<file path="src/rtl/cell_pos_reader.sv">
// Cell position reader: fetches the particle count from address 0, then streams particles 1..N as a valid/ready stream.
// Latency: start at edge T -> count read in cycle T+1, count latched at T+3, first out_valid at T+7; 1 particle/cycle after that.
// Backpressure: reads are issued only while in-flight reads plus skid FIFO occupancy leave room, so out_ready low never drops data.
// Optional: define CELL_POS_READER_STALL_CNT_EN to build the stall_cycles counter; otherwise stall_cycles is tied to 0.

// Small synchronous FIFO used as the read-return skid buffer.
module cell_pos_reader_fifo #(
    parameter int WIDTH = 104,
    parameter int DEPTH = 4
) (
    input  logic                             clk,
    input  logic                             rst_n,
    input  logic                             push,
    input  logic [WIDTH-1:0]                 push_dat,
    input  logic                             pop,
    output logic                             vld,
    output logic [WIDTH-1:0]                 dat,
    output logic [$clog2(DEPTH+1)-1:0]       count
);
    localparam int PW = (DEPTH > 1) ? $clog2(DEPTH) : 1;
    localparam int CW = $clog2(DEPTH+1);

    logic [WIDTH-1:0] store [DEPTH];
    logic [PW-1:0]    wr_ptr;
    logic [PW-1:0]    rd_ptr;
    logic             do_push;
    logic             do_pop;

    // Wrap-aware pointer increment so non power-of-two depths work too.
    function automatic logic [PW-1:0] ptr_inc(input logic [PW-1:0] p);
        return (p == PW'(DEPTH-1)) ? '0 : p + PW'(1);
    endfunction

    assign do_pop  = pop && (count != '0);
    // A push into a full FIFO is legal only when the same edge pops an entry.
    assign do_push = push && ((count != CW'(DEPTH)) || do_pop);
    assign vld     = (count != '0);
    assign dat     = store[rd_ptr];

    // Payload storage needs no reset; it is only observed while vld is high.
    always_ff @(posedge clk) begin
        if (do_push) begin
            store[wr_ptr] <= push_dat;
        end
    end

    // Pointer and occupancy bookkeeping.
    always_ff @(posedge clk or negedge rst_n) begin
        if (!rst_n) begin
            wr_ptr <= '0;
            rd_ptr <= '0;
            count  <= '0;
        end else begin
            if (do_push) begin
                wr_ptr <= ptr_inc(wr_ptr);
            end
            if (do_pop) begin
                rd_ptr <= ptr_inc(rd_ptr);
            end
            if (do_push && !do_pop) begin
                count <= count + CW'(1);
            end else if (!do_push && do_pop) begin
                count <= count - CW'(1);
            end
        end
    end
endmodule

module cell_pos_reader #(
    parameter int DATA_WIDTH   = 96,
    parameter int ADDR_WIDTH   = 8,
    parameter int PARTICLE_NUM = 220,
    parameter int RD_LATENCY   = 2,
    parameter int FIFO_DEPTH   = 4
) (
    input  logic                  clk,
    input  logic                  rst_n,
    input  logic                  start,
    output logic                  busy,
    output logic                  done,
    output logic [ADDR_WIDTH-1:0] particle_count,
    output logic                  count_err,
    output logic [ADDR_WIDTH-1:0] mem_address,
    output logic                  mem_rden,
    output logic                  mem_wren,
    output logic [DATA_WIDTH-1:0] mem_data,
    input  logic [DATA_WIDTH-1:0] mem_q,
    output logic                  out_valid,
    input  logic                  out_ready,
    output logic [DATA_WIDTH-1:0] out_data,
    output logic [ADDR_WIDTH-1:0] out_index,
    output logic                  out_last,
    output logic [15:0]           stall_cycles
);
    localparam logic [2:0] S_IDLE     = 3'd0;
    localparam logic [2:0] S_RD_CNT   = 3'd1;
    localparam logic [2:0] S_WAIT_CNT = 3'd2;
    localparam logic [2:0] S_STREAM   = 3'd3;
    localparam logic [2:0] S_DRAIN    = 3'd4;
    localparam logic [2:0] S_FIN      = 3'd5;

    localparam logic [ADDR_WIDTH-1:0] MAX_COUNT = ADDR_WIDTH'(PARTICLE_NUM - 1);
    localparam int FCW = $clog2(FIFO_DEPTH + 1);
    // Credit arithmetic width: covers in-flight reads plus FIFO occupancy plus one pop credit.
    localparam int CRW = $clog2(FIFO_DEPTH + RD_LATENCY + 2) + 1;
    localparam int FW  = DATA_WIDTH + ADDR_WIDTH;

    logic [2:0]            state;
    logic [ADDR_WIDTH-1:0] next_addr;

    // Read-return tracking pipe: one slot per cycle of memory latency.
    logic [RD_LATENCY-1:0] pipe_vld;
    logic [ADDR_WIDTH-1:0] pipe_idx [RD_LATENCY];

    logic                  ret_vld;
    logic [ADDR_WIDTH-1:0] ret_idx;
    logic                  fifo_push;
    logic                  cnt_hit;
    logic [ADDR_WIDTH-1:0] raw_count;
    logic [ADDR_WIDTH-1:0] clamped_count;

    logic                  fifo_vld;
    logic [FW-1:0]         fifo_dat;
    logic [FCW-1:0]        fifo_cnt;
    logic [ADDR_WIDTH-1:0] fifo_idx;
    logic                  pop;

    logic [CRW-1:0]        in_flight;
    logic                  can_issue;

    assign ret_vld = pipe_vld[RD_LATENCY-1];
    assign ret_idx = pipe_idx[RD_LATENCY-1];

    // Address 0 is the count read; every other return is a particle for the FIFO.
    assign fifo_push = ret_vld && (ret_idx != '0);
    assign cnt_hit   = ret_vld && (ret_idx == '0) && (state == S_WAIT_CNT);

    assign raw_count     = mem_q[ADDR_WIDTH-1:0];
    assign clamped_count = (raw_count > MAX_COUNT) ? MAX_COUNT : raw_count;

    assign mem_wren = 1'b0;
    assign mem_data = '0;

    assign busy = (state != S_IDLE) && (state != S_FIN);
    assign done = (state == S_FIN);

    assign fifo_idx  = fifo_dat[FW-1:DATA_WIDTH];
    assign out_valid = fifo_vld;
    assign out_data  = fifo_vld ? fifo_dat[DATA_WIDTH-1:0] : '0;
    assign out_index = fifo_vld ? fifo_idx : '0;
    assign out_last  = fifo_vld && (fifo_idx == particle_count);
    assign pop       = out_valid && out_ready;

    // Count reads committed but not yet in the FIFO: the one on the memory bus plus the tracking pipe.
    always_comb begin
        in_flight = CRW'(mem_rden);
        for (int i = 0; i < RD_LATENCY; i++) begin
            in_flight = in_flight + CRW'(pipe_vld[i]);
        end
    end

    // A new read may go out if every committed read still has a FIFO slot, counting the entry leaving this edge.
    assign can_issue = (in_flight + CRW'(fifo_cnt)) < (CRW'(FIFO_DEPTH) + CRW'(pop));

    // Shift each issued read toward its return cycle.
    always_ff @(posedge clk or negedge rst_n) begin
        if (!rst_n) begin
            pipe_vld <= '0;
            for (int i = 0; i < RD_LATENCY; i++) begin
                pipe_idx[i] <= '0;
            end
        end else begin
            pipe_vld[0] <= mem_rden;
            pipe_idx[0] <= mem_address;
            for (int i = 1; i < RD_LATENCY; i++) begin
                pipe_vld[i] <= pipe_vld[i-1];
                pipe_idx[i] <= pipe_idx[i-1];
            end
        end
    end

    // Scan control: count fetch, credit-limited particle reads, drain, completion pulse.
    always_ff @(posedge clk or negedge rst_n) begin
        if (!rst_n) begin
            state          <= S_IDLE;
            mem_rden       <= 1'b0;
            mem_address    <= '0;
            next_addr      <= '0;
            particle_count <= '0;
            count_err      <= 1'b0;
        end else begin
            mem_rden <= 1'b0;
            case (state)
                S_IDLE: begin
                    if (start) begin
                        state       <= S_RD_CNT;
                        count_err   <= 1'b0;
                        mem_rden    <= 1'b1;
                        mem_address <= '0;
                    end
                end
                S_RD_CNT: begin
                    state <= S_WAIT_CNT;
                end
                S_WAIT_CNT: begin
                    if (cnt_hit) begin
                        particle_count <= clamped_count;
                        count_err      <= (raw_count > MAX_COUNT);
                        if (clamped_count == '0) begin
                            state <= S_FIN;
                        end else begin
                            // The first particle read goes out on the same edge the count lands.
                            mem_rden    <= 1'b1;
                            mem_address <= ADDR_WIDTH'(1);
                            next_addr   <= ADDR_WIDTH'(2);
                            state       <= (clamped_count == ADDR_WIDTH'(1)) ? S_DRAIN : S_STREAM;
                        end
                    end
                end
                S_STREAM: begin
                    if (can_issue) begin
                        mem_rden    <= 1'b1;
                        mem_address <= next_addr;
                        next_addr   <= next_addr + ADDR_WIDTH'(1);
                        if (next_addr == particle_count) begin
                            state <= S_DRAIN;
                        end
                    end
                end
                S_DRAIN: begin
                    // The final particle leaving the FIFO means nothing else is outstanding.
                    if (pop && out_last && (in_flight == '0)) begin
                        state <= S_FIN;
                    end
                end
                S_FIN: begin
                    state <= S_IDLE;
                end
                default: begin
                    state <= S_IDLE;
                end
            endcase
        end
    end

    cell_pos_reader_fifo #(
        .WIDTH (FW),
        .DEPTH (FIFO_DEPTH)
    ) u_skid (
        .clk      (clk),
        .rst_n    (rst_n),
        .push     (fifo_push),
        .push_dat ({ret_idx, mem_q}),
        .pop      (pop),
        .vld      (fifo_vld),
        .dat      (fifo_dat),
        .count    (fifo_cnt)
    );

`ifdef CELL_POS_READER_STALL_CNT_EN
    logic [15:0] stall_q;

    // Saturating count of cycles where the stream is offered but not taken.
    always_ff @(posedge clk or negedge rst_n) begin
        if (!rst_n) begin
            stall_q <= '0;
        end else if ((state == S_IDLE) && start) begin
            stall_q <= '0;
        end else if (out_valid && !out_ready && (stall_q != 16'hFFFF)) begin
            stall_q <= stall_q + 16'd1;
        end
    end

    assign stall_cycles = stall_q;
`else
    assign stall_cycles = '0;
`endif
endmodule
</file>
<file path="config.mk">
export PLATFORM = sky130hd
export DESIGN_NAME = cell_pos_reader
export DESIGN_NICKNAME = d
export VERILOG_FILES = /design/src/rtl/cell_pos_reader.sv
export SDC_FILE = /design/constraint.sdc
export NUM_CORES = 1
export LEC_CHECK = 0
export CAP_MARGIN = 5
export CORE_AREA = 5 5 216 176
export CTS_BUF_LIST = sky130_fd_sc_hd__clkbuf_8
export DETAILED_ROUTE_END_ITERATION = 6
export DIE_AREA = 0 0 221 181
export PLACE_DENSITY = 0.82
export SYNTH_ARGS = -nofsm -noshare
export SYNTH_HDL_FRONTEND = slang
export SYNTH_HIERARCHICAL = 1
export SYNTH_SLANG_ARGS = --single-unit
</file>
<file path="constraint.sdc">
create_clock -name clk -period 4.7 [get_ports clk]
set_input_delay 0.47 -clock clk [delete_from_list [all_inputs] [get_ports clk]]
set_output_delay 0.47 -clock clk [all_outputs]
set_load 0.01 [all_outputs]
</file>
==> results.ini, run 1 <==
[clock_tree]
cts_made_buffers = 73
htreeDepth = 3
clkSlewWorstSetupHoldPaths_ns = 0.06
clock_path_buffers = 3
clock-sinks = 470
clock_latency_ns = 0.60
post_cts_buffers = 0
cts_tree = done
root_buffer = clkbuf_8

[logic_synthesis]
synth_top_family_by_area = multiplexers
ys_warn_count = 6
synth_edf_count = 416
syn_inst = 1016
yosysSeqAreaShare = 0.720
ys_ff_latch = 470
async_reset_ff_frac = 0.115
synth.distinct_cells = 54
synth-compound-area-share = 0.0148
synth_xor_area_frac = 0.00911
yosysTopAreaCellShare = 0.650
muxShareOfSynthArea = 0.131
synth-simple-area-share = 0.0576
yosysTopAreaCell = edfxtp_1
synth.avg_cell_area_um2 = 18.9
synth_ff_type = edfxtp_1
syn_area_um2 = 19200
synth_fa_ha_area_frac = 0.00898
synth.area.top_cells = edfxtp_1 (65%), mux4_2 (12%), dfrtp_1 (7.0%)

[floorplanning]
dieArea_um2 = 40000
num_rows = 62
ios = 339
die_y_um = 181
coreArea_um2 = 35500
initial_utilization = 0.541
die_w_um = 221

[global_route]
grt_start_max_net_pins = 64
antenna_found_initial = 0
grt_pass1_wl_um = 61900
overflow = 0
grt_pass1_vias = 10600
grt_usage = 0.198

[placed_design]
numPortBuffers = 225
hpwlAfterDp_um = 24600
place.gp.congestion = 0.880

[setup_path]
slowest_delay_ns = 0.90
crit_required_ns = 4.23
regToRegStartpoint = u_skid/count[0]
critPathCaptureType = primary output
crit_start = u_skid/rd_ptr[0]
cp-start-kind = register
arrival_ns = 3.58
slowest_stage = dfrtp_4
crit_type = register to primary output
crit_chain = mux4_2, xnor2_1, nand3_1, nor3_1, clkdlybuf4s50_1
cp_max_fo = 35

[detailed_routing]
drt-pass1-iter-count = 5
avgRoutedWirePerCell_um = 21.6
drtAntennaViolNets = 0
vias = 9756
drtIter0Drc = 772
totalWireLength_um = 39400
drc = 0
vias_per_cell = 5.34

[timing]
slew_headroom = 0.299
setup_viol = 0
period_needed_ns = 4.05
drv_slew = 0
setup_tns_ns = 0
fin_crit_sh = 0.861
rsz0062_at_grt = no
fin_skew_ns = 0.0242
tightestPinTransition_ns = 1.05
hold_viol = 0
max_freq_ghz = 0.247

[power_and_ir_drop]
p_leak_uw = 0.00796
finalPower_uw = 14300
irDropWorstVdd_mv = 0.395
power_density_nw_per_um2 = 622

[layout]
seq_area_um2 = 13900
utilization = 0.646
antenna_cells = 0
final_layout_size_suffix_gt1_frac = 0.171
syn_to_final_growth_pct = 19.3
multiInputGateArea_um2 = 4700
fillers = 2397
nNetsFinal = 1400

[job]
maxCapViolCount = 0

[status]
status = finished, final reports clean

[min_path]
hold_path.class = input port to asynchronous set/reset pin

[synthesized netlist by cell type (9+ instances only)]
cell / number
and2_1: 111
buf_2: 15
buf_4: 114
clkbuf_1: 17
dfrtp_1: 54
edfxtp_1: 416
ha_1: 9
inv_1: 11
mux2i_1: 9
mux4_2: 104
nand2_1: 29
nor2_1: 15
o21ai_0: 12
xnor2_1: 19
[registers in the layout (all words and copies together) (netlist names)]
register        flops
pipe_vld            2
u_skid/store      416
state               3
u_skid/wr_ptr       2
mem_address         8
pipe_idx            8
u_skid/count        3
particle_count      8
next_addr           8
u_skid/rd_ptr       2
ret_idx             8
mem_rden            1
count_err           1
[stage by stage]
step	setup slack (ns)	hold slack [ns]	instances	area, um^2
after floorplan	0.681	0.174	1128	19600
after detailed placement	1.30	0.336	1692	21600
after global placement	1.32	0.333	1692	21600
after CTS	0.617	0.321	1827	22900
after global routing	0.434	0.354	1827	22900
final	0.655	0.346	1827	22900
[cell usage in the layout, fill, tap and decap left out, drive strengths merged, types with 5 or more instances in the layout]
| cell | instances |
|---|---|
| edfxtp | 416 |
| clkdlybuf4s50 | 224 |
| conb | 113 |
| and2 | 111 |
| mux4 | 104 |
| clkbuf | 78 |
| dfrtp | 54 |
| inv | 44 |
| nand2 | 29 |
| clkinv | 21 |
| xnor2 | 19 |
| nor2 | 15 |
| o21ai | 13 |
| buf | 12 |
| mux2i | 9 |
| ha | 9 |
| a21oi | 8 |
| nand3 | 7 |
| mux2 | 7 |
| or3 | 5 |
[logic make-up (layout without fill, tap and decap cells)]
logic type | count (synthesis) | count (layout)
AOI/OAI and AO/OA | 39 | 39
xor gates and xnor gates | 20 | 20
adders and majority gates | 12 | 12
buffers and inverters | 164 | 383
DFF | 470 | 470
muxes | 120 | 120
other | 1 | 113
and+or+nand+nor | 190 | 190
[worst max-delay path: cells and delay by family, from the launching register on]
kind                   cells  cell delay, ns
XOR/XNOR                   1            0.19
multiplexers               1            0.61
flip-flops                 1            0.90
AND/OR/NAND/NOR            2            0.61
buffers and inverters      1            0.65
[repair_timing]
item | CTS | global route
gates resized for setup | 0 | 0
endpoints found under the setup margin | 0 | 0
hold buffers | 1 | 0
endpoints found under the hold margin | 19 | 0
[power by group]
group          switching (uW)  total (uW)  internal [uW]  leakage (uW)
Sequential                508        5800           5290       0.00446
Combinational            2440        5360           2920       0.00271
Clock                    1520        3120           1600      0.000794
[worst paths after layout]
kind / end / slack, ns / depth (start not counted)
setup / recovery: out_last / 0.65 / 5
hold reg to reg: ret_idx[7] / 0.35 / 0
max in group asynchronous: u_skid/rd_ptr[0] / 3.50 / 3
setup reg to reg: u_skid/count[1] / 1.71 / 7
hold / removal: particle_count[2] / 0.35 / 2
min in group clk: ret_idx[7] / 0.35 / 0
[final cells by class]
cell class                 count  area share
clock buffer                  78      0.0468
clock inverter                56      0.0118
inverter                      12     0.00196
multi-input combinational    494       0.205
sequential                   470       0.604
tap                          480      0.0262
timing repair buffer         237       0.105
[metal layers]
metal	vias up	track usage	share of wire
met3	63	0.0490	0.062
met1	5070	0.259	0.40
met2	357	0.333	0.51
met5	-	0	0
li1	4266	-	-
met4	0	0.0600	0.021
No activity file was read; power rests on OpenSTA's default activity.
==> run 2: changes to the inputs <==
CORE_AREA = 5 5 252 205   (was 5 5 216 176)
DIE_AREA = 0 0 257 210   (was 0 0 221 181)
PLACE_DENSITY = 0.63   (was 0.82)
==> run 2 against run 1 <==
Final area rose by 1.2%. Setup slack better by 0.25 ns. Clock skew fell by 0.0096 ns. Wire length up 0.81%. First-iteration DRC count fell by 33%. Register-to-register slack got worse by 0.13 ns. Critical path depth unchanged. Maximum frequency is 6.5% higher. Die area grew 35%. Clock power up 5%. Total power increased by 0.97%. Global-route usage is 5.2 points lower. Critical path type unchanged. Critical endpoint unchanged. Largest power group unchanged.
==> results.ini, run 2 (synthesized netlist as in run 1, its figures left out) <==
[power_and_ir_drop]
p_leak_uw = 0.00799  ; was 0.00796 uW
power_density_nw_per_um2 = 621  ; was 622 nW/um^2
irDropWorstVdd_mv = 0.368  ; was 0.395 mV

[global_route]
grt_start_max_net_pins = 60  ; was 64
grt_usage = 0.145  ; was 0.198
grt_pass1_vias = 10200  ; was 10600
overflow = 0  ; unchanged
grt_pass1_wl_um = 60500  ; was 61900 um
antenna_found_initial = 1  ; was 0

[layout]
fillers = 4170  ; was 2397
fin_cells = 1982  ; was 1827
largest_reg_flops = 416  ; unchanged
final_layout_size_suffix_gt1_frac = 0.172  ; was 0.171
syn_to_final_growth_pct = 20.7  ; was 19.3%
regMostFlops = u_skid/store  ; unchanged
final_common_cell = edfxtp_1  ; unchanged
utilization = 0.474  ; was 0.646
final_cell_mix = edfxtp_1 (416), clkdlybuf4s50_1 (224), conb_1 (113), and2_1 (107), mux4_2 (104)  ; unchanged
nNetsFinal = 1402  ; was 1400

[floorplanning]
initial_utilization = 0.393  ; was 0.541
coreArea_um2 = 49000  ; was 35500 um^2
die_w_um = 257  ; was 221 um
ios = 339  ; unchanged
die_y_um = 210  ; was 181 um
dieArea_um2 = 54000  ; was 40000 um^2
num_rows = 73  ; was 62

[detailed_routing]
avgRoutedWirePerCell_um = 20.0  ; was 21.6 um
drtIter0Drc = 519  ; was 772
vias = 9509  ; was 9756
drt-pass1-iter-count = 5  ; unchanged
totalWireLength_um = 39700  ; was 39400 um
vias_per_cell = 4.80  ; was 5.34
drtAntennaViolNets = 0  ; unchanged
drc = 0  ; unchanged

[setup_path]
slowest_stage = dfrtp_4  ; unchanged
critPathCaptureType = primary output  ; unchanged
critPathTopFamily = flip-flops  ; unchanged
cp-start-kind = register  ; unchanged
cp_max_fo = 33  ; was 35
crit_chain = mux4_2, xnor2_1, nand4_1, nor3_1, clkdlybuf4s50_1  ; was mux4_2, xnor2_1, nand3_1, nor3_1, clkdlybuf4s50_1
crit_required_ns = 4.23  ; about the same
slowest_delay_ns = 0.85  ; was 0.90 ns
crit_type = register to primary output  ; unchanged
arrival_ns = 3.33  ; was 3.58 ns
worst-path-buf-inv = 1  ; unchanged

[timing]
fin_crit_sh = 0.808  ; was 0.861
period_needed_ns = 3.80  ; was 4.05 ns
fin_skew_ns = 0.0147  ; was 0.0242 ns
tightestPinTransition_ns = 0.943  ; was 1.05 ns
setup_viol = 0  ; unchanged
slew_headroom = 0.371  ; was 0.299
max_freq_ghz = 0.263  ; was 0.247 GHz
hold_viol = 0  ; unchanged
drv_slew = 0  ; unchanged
rsz0062_at_grt = no  ; unchanged
setup_tns_ns = 0  ; unchanged

[placed_design]
place.gp.congestion = 0.804  ; was 0.880
numPortBuffers = 225  ; unchanged
hpwlAfterDp_um = 24400  ; was 24600 um
dp.cells = 1848  ; was 1692

[clock_tree]
clock-sinks = 470  ; unchanged
htreeDepth = 3  ; unchanged
clock_latency_ns = 0.62  ; was 0.60 ns
root_buffer = clkbuf_8  ; unchanged
clkSlewWorstSetupHoldPaths_ns = 0.06  ; about the same
cts-resized-gates = 0  ; unchanged
cts_tree = done  ; unchanged
clock_path_buffers = 3  ; unchanged
cts_made_buffers = 76  ; was 73

[status]
status = finished, final reports clean  ; unchanged

[min_path]
hold_path.class = register to register  ; was input port to asynchronous set/reset pin

[job]
maxCapViolCount = 0  ; unchanged

==> run 2: cell types whose count changed in the layout (fill, tap and decap cells not counted), sizes merged <==
| cell | before | now |
|---|---|---|
| inv | 44 | 39 |
| diode | 0 | 2 |
| bufinv | 1 | 3 |
| clkbuf | 78 | 83 |
| buf | 12 | 11 |
| clkinv | 21 | 17 |
| clkinvlp | 2 | 1 |
==> run 2: cell type report <==
cell class                      instances  area [um^2]  share of cell area
Timing Repair Buffer                  236         2410               0.104
Sequential cell                       470        13900               0.597
Clock inverter                         48          269              0.0116
Multi-Input combinational cell        494         4700               0.202
Inverter                               12         45.0             0.00194
Tap cell                              637          797              0.0343
Clock buffer                           83         1140              0.0492
Antenna cell                            2         5.00            0.000216
==> run 2: worst paths after layout <==
kind / slack, ns / cells past startpoint / from / end
worst max-delay path: 0.90 / 5 / u_skid/rd_ptr[0] / out_last
min in group asynchronous: 0.40 / 2 / rst_n / count_err
worst min-delay path: 0.35 / 0 / pipe_idx[9] / ret_idx[1]
worst max register to register: 1.58 / 5 / u_skid/count[0] / u_skid/store[2][41]
worst min register to register: 0.35 / 0 / pipe_idx[9] / ret_idx[1]
max in group asynchronous: 3.49 / 3 / rst_n / u_skid/rd_ptr[0]
==> run 2: routing by layer <==
layer	track usage	vias to the layer above	wire length (um)
met5	0	-	0
met4	0.0426	0	705
met3	0.0381	57	2010
met2	0.232	261	19600
met1	0.199	4930	17400
li1	-	4261	-
==> run 2: report_power, final <==
| part | switching, uW | internal (uW) | leakage (uW) |
|---|---|---|---|
| clock | 1500 | 1780 | 0.000822 |
| sequential | 484 | 5290 | 0.00446 |
| combinational | 2440 | 2930 | 0.00271 |
| total | 4420 | 9990 | 0.00799 |
==> run 2: timing repair <==
action,CTS,global route
hold endpoints to repair,26,0
buffers inserted,0,0
hold buffers,1,0
==> run 2: metrics by stage <==
stage          power [uW]  hold slack [ns]  cell area (um^2)  setup slack [ns]
4_1_cts             14700            0.344             23200             0.721
3_3_place_gp        11300            0.333             21800              1.44
6_report            14400            0.348             23200             0.900
3_5_place_dp        11300            0.335             21800              1.45
5_1_grt             15300            0.354             23200             0.585
2_1_floorplan        8960            0.174             19600             0.681
==> run 3: changes to the inputs <==
clock period = 3.8 ns   (was 4.7 ns; I/O delays follow)
==> run 3 against run 2 <==
Sequential cell count unchanged. First-iteration DRC count is 15% lower. Core utilization grew 0.11 points. Hold slack got worse by 0.0070 ns. Sequential share of layout area decreased by 0.14 points. Critical endpoint is now out_data[38]. Clock-buffer cell count rose by 4.
==> results.ini, run 3 (synthesized netlist as in run 1, its figures left out) <==
[floorplanning]
die_y_um = 210  ; unchanged
ios = 339  ; unchanged
initial_utilization = 0.393  ; unchanged
num_rows = 73  ; unchanged
dieArea_um2 = 54000  ; unchanged
coreArea_um2 = 49000  ; unchanged
die_w_um = 257  ; unchanged

[layout]
final_common_cell = edfxtp_1  ; unchanged
final_layout_size_suffix_gt1_frac = 0.178  ; was 0.172
syn_to_final_growth_pct = 21.0  ; was 20.7%
nNetsFinal = 1409  ; was 1402
seq_area_um2 = 13900  ; unchanged
utilization = 0.475  ; was 0.474
final_cell_mix = edfxtp_1 (416), clkdlybuf4s50_1 (224), conb_1 (113), and2_1 (107), mux4_2 (104)  ; unchanged
multiInputGateArea_um2 = 4700  ; unchanged
antenna_cells = 0  ; was 2
fillers = 4143  ; was 4170
regMostFlops = u_skid/store  ; unchanged
largest_reg_flops = 416  ; unchanged

[setup_path]
cp_max_fo = 51  ; was 33
worst-path-buf-inv = 2  ; was 1
cp.depth = 4  ; was 5
crit_required_ns = 3.42  ; was 4.23 ns
critPathTopFamily = buffers and inverters  ; was flip-flops
crit_chain = buf_4, mux4_2, and2_1, clkdlybuf4s50_1  ; was mux4_2, xnor2_1, nand4_1, nor3_1, clkdlybuf4s50_1
r2r_slack_ns = 0.85  ; was 1.58 ns
slowest_delay_ns = 0.70  ; was 0.85 ns
arrival_ns = 2.99  ; was 3.33 ns
r2r_cells = 8  ; was 5
cp-start-kind = register  ; unchanged
critPathCaptureType = primary output  ; unchanged
crit_type = register to primary output  ; unchanged
slowest_stage = buf_4  ; was dfrtp_4

[power_and_ir_drop]
pwr-share-clk = 0.229  ; was 0.227
irDropWorstVdd_mv = 0.476  ; was 0.368 mV
p_leak_uw = 0.00801  ; was 0.00799 uW
p_seq_frac = 0.391  ; was 0.401
p_int_uw = 12300  ; was 9990 uW
p_comb_frac = 0.381  ; was 0.372
p_sw_uw = 5530  ; was 4420 uW
power_density_nw_per_um2 = 768  ; was 621 nW/um^2
switching_share = 0.309  ; was 0.307

[clock_tree]
clock-sinks = 470  ; unchanged
cts_tree = done  ; unchanged
clkSlewWorstSetupHoldPaths_ns = 0.06  ; about the same
htreeDepth = 3  ; unchanged
clock_latency_ns = 0.63  ; was 0.62 ns
post_cts_buffers = 0  ; unchanged
root_buffer = clkbuf_8  ; unchanged
clock_path_buffers = 3  ; unchanged
cts_made_buffers = 78  ; was 76

[global_route]
overflow = 0  ; unchanged
antenna_found_initial = 0  ; was 1
grt_usage = 0.147  ; was 0.145
grt_pass1_vias = 10300  ; was 10200
grt_pass1_wl_um = 61300  ; was 60500 um
grt_start_max_net_pins = 55  ; was 60

[timing]
fin_crit_sh = 0.886
setup_viol = 0  ; unchanged
setup_tns_ns = 0  ; unchanged
hold_viol = 0  ; unchanged
max_freq_ghz = 0.297
slew_headroom = 0.355  ; was 0.371
tightestPinTransition_ns = 0.967  ; was 0.943 ns
hold_slack_ns = 0.341  ; was 0.348 ns
rsz0062_at_grt = no  ; unchanged
period_needed_ns = 3.37
drv_slew = 0  ; unchanged
fin_skew_ns = 0.0212  ; was 0.0147 ns

[placed_design]
place.gp.congestion = 0.768  ; was 0.804
hpwlAfterDp_um = 24400  ; about the same
numPortBuffers = 225  ; unchanged

[status]
status = finished, final reports clean  ; unchanged

[detailed_routing]
drc = 0  ; unchanged
avgRoutedWirePerCell_um = 20.0  ; about the same
drtAntennaViolNets = 0  ; unchanged
vias_per_cell = 4.80  ; about the same
totalWireLength_um = 39900  ; was 39700 um
drt-pass1-iter-count = 5  ; unchanged
vias = 9574  ; was 9509
drtIter0Drc = 441  ; was 519

[job]
maxCapViolCount = 0  ; unchanged

[min_path]
hold_path.class = register to register  ; unchanged
worstHoldPathCells = 0  ; unchanged

-- run 3: cell count changes in the layout (fill, tap and decap cells not counted) --
cell / previous run / this run
clkinv_1: 12 / 17
buf_4: 4 / 10
clkinvlp_4: 1 / 4
clkbuf_8: 83 / 87
inv_1: 38 / 35
buf_12: 6 / 5
diode_2: 2 / 0
bufinv_16: 3 / 1
clkinv_4: 0 / 1
-- run 3: per-stage QoR --
stage / total power, uW / setup slack [ns] / cell area (um^2) / instances
2_1_floorplan: 11000 / 0.929 / 19700 / 1128
3_3_place_gp: 14000 / 0.917 / 21800 / 1853
3_5_place_dp: 14000 / 0.873 / 21800 / 1853
4_1_cts: 18200 / 0.370 / 23300 / 1993
5_1_grt: 18900 / 0.228 / 23300 / 1993
6_report: 17900 / 0.434 / 23300 / 1993
-- run 3: per-layer routing --
metal | wire, um | GRT usage
met4 | 746 | 0.0418
met5 | 0 | 0
met1 | 17100 | 0.195
met3 | 2220 | 0.0418
met2 | 19800 | 0.239
-- run 3: path summary, 6_finish.rpt --
| kind | endpoint | from |
|---|---|---|
| hold reg to reg | ret_idx[6] | pipe_idx[14] |
| min in group asynchronous | mem_address[2] | rst_n |
| setup reg to reg | next_addr[4] | mem_rden |
| setup / recovery | out_data[38] | u_skid/rd_ptr[1] |
| hold / removal | ret_idx[6] | pipe_idx[14] |
| max in group asynchronous | particle_count[4] | rst_n |
-- run 3: area by class of cell --
cell class              instances  share of cell area
multi-input cells             494               0.202
clock buffers                  87              0.0515
repair buffers                241               0.105
inverters                      12             0.00194
well taps                     637              0.0343
flip-flops and latches        470               0.595
clock inverters                52              0.0106
-- run 3: what timing repair did --
action / 4_1_cts / 5_1_grt
hold buffers: 1 / 0
resized for setup: 0 / 0
endpoints found under the hold margin: 41 / 0
-- run 3: power groups by stage --
stage	logic [uW]	clock network, uW	registers [uW]
6_report	6800	4090	6980
4_1_cts	6970	4250	7000
3_5_place_dp	6940	0	7100
5_1_grt	7370	4490	7070
3_3_place_gp	6920	0	7060
2_1_floorplan	4090	0	6950
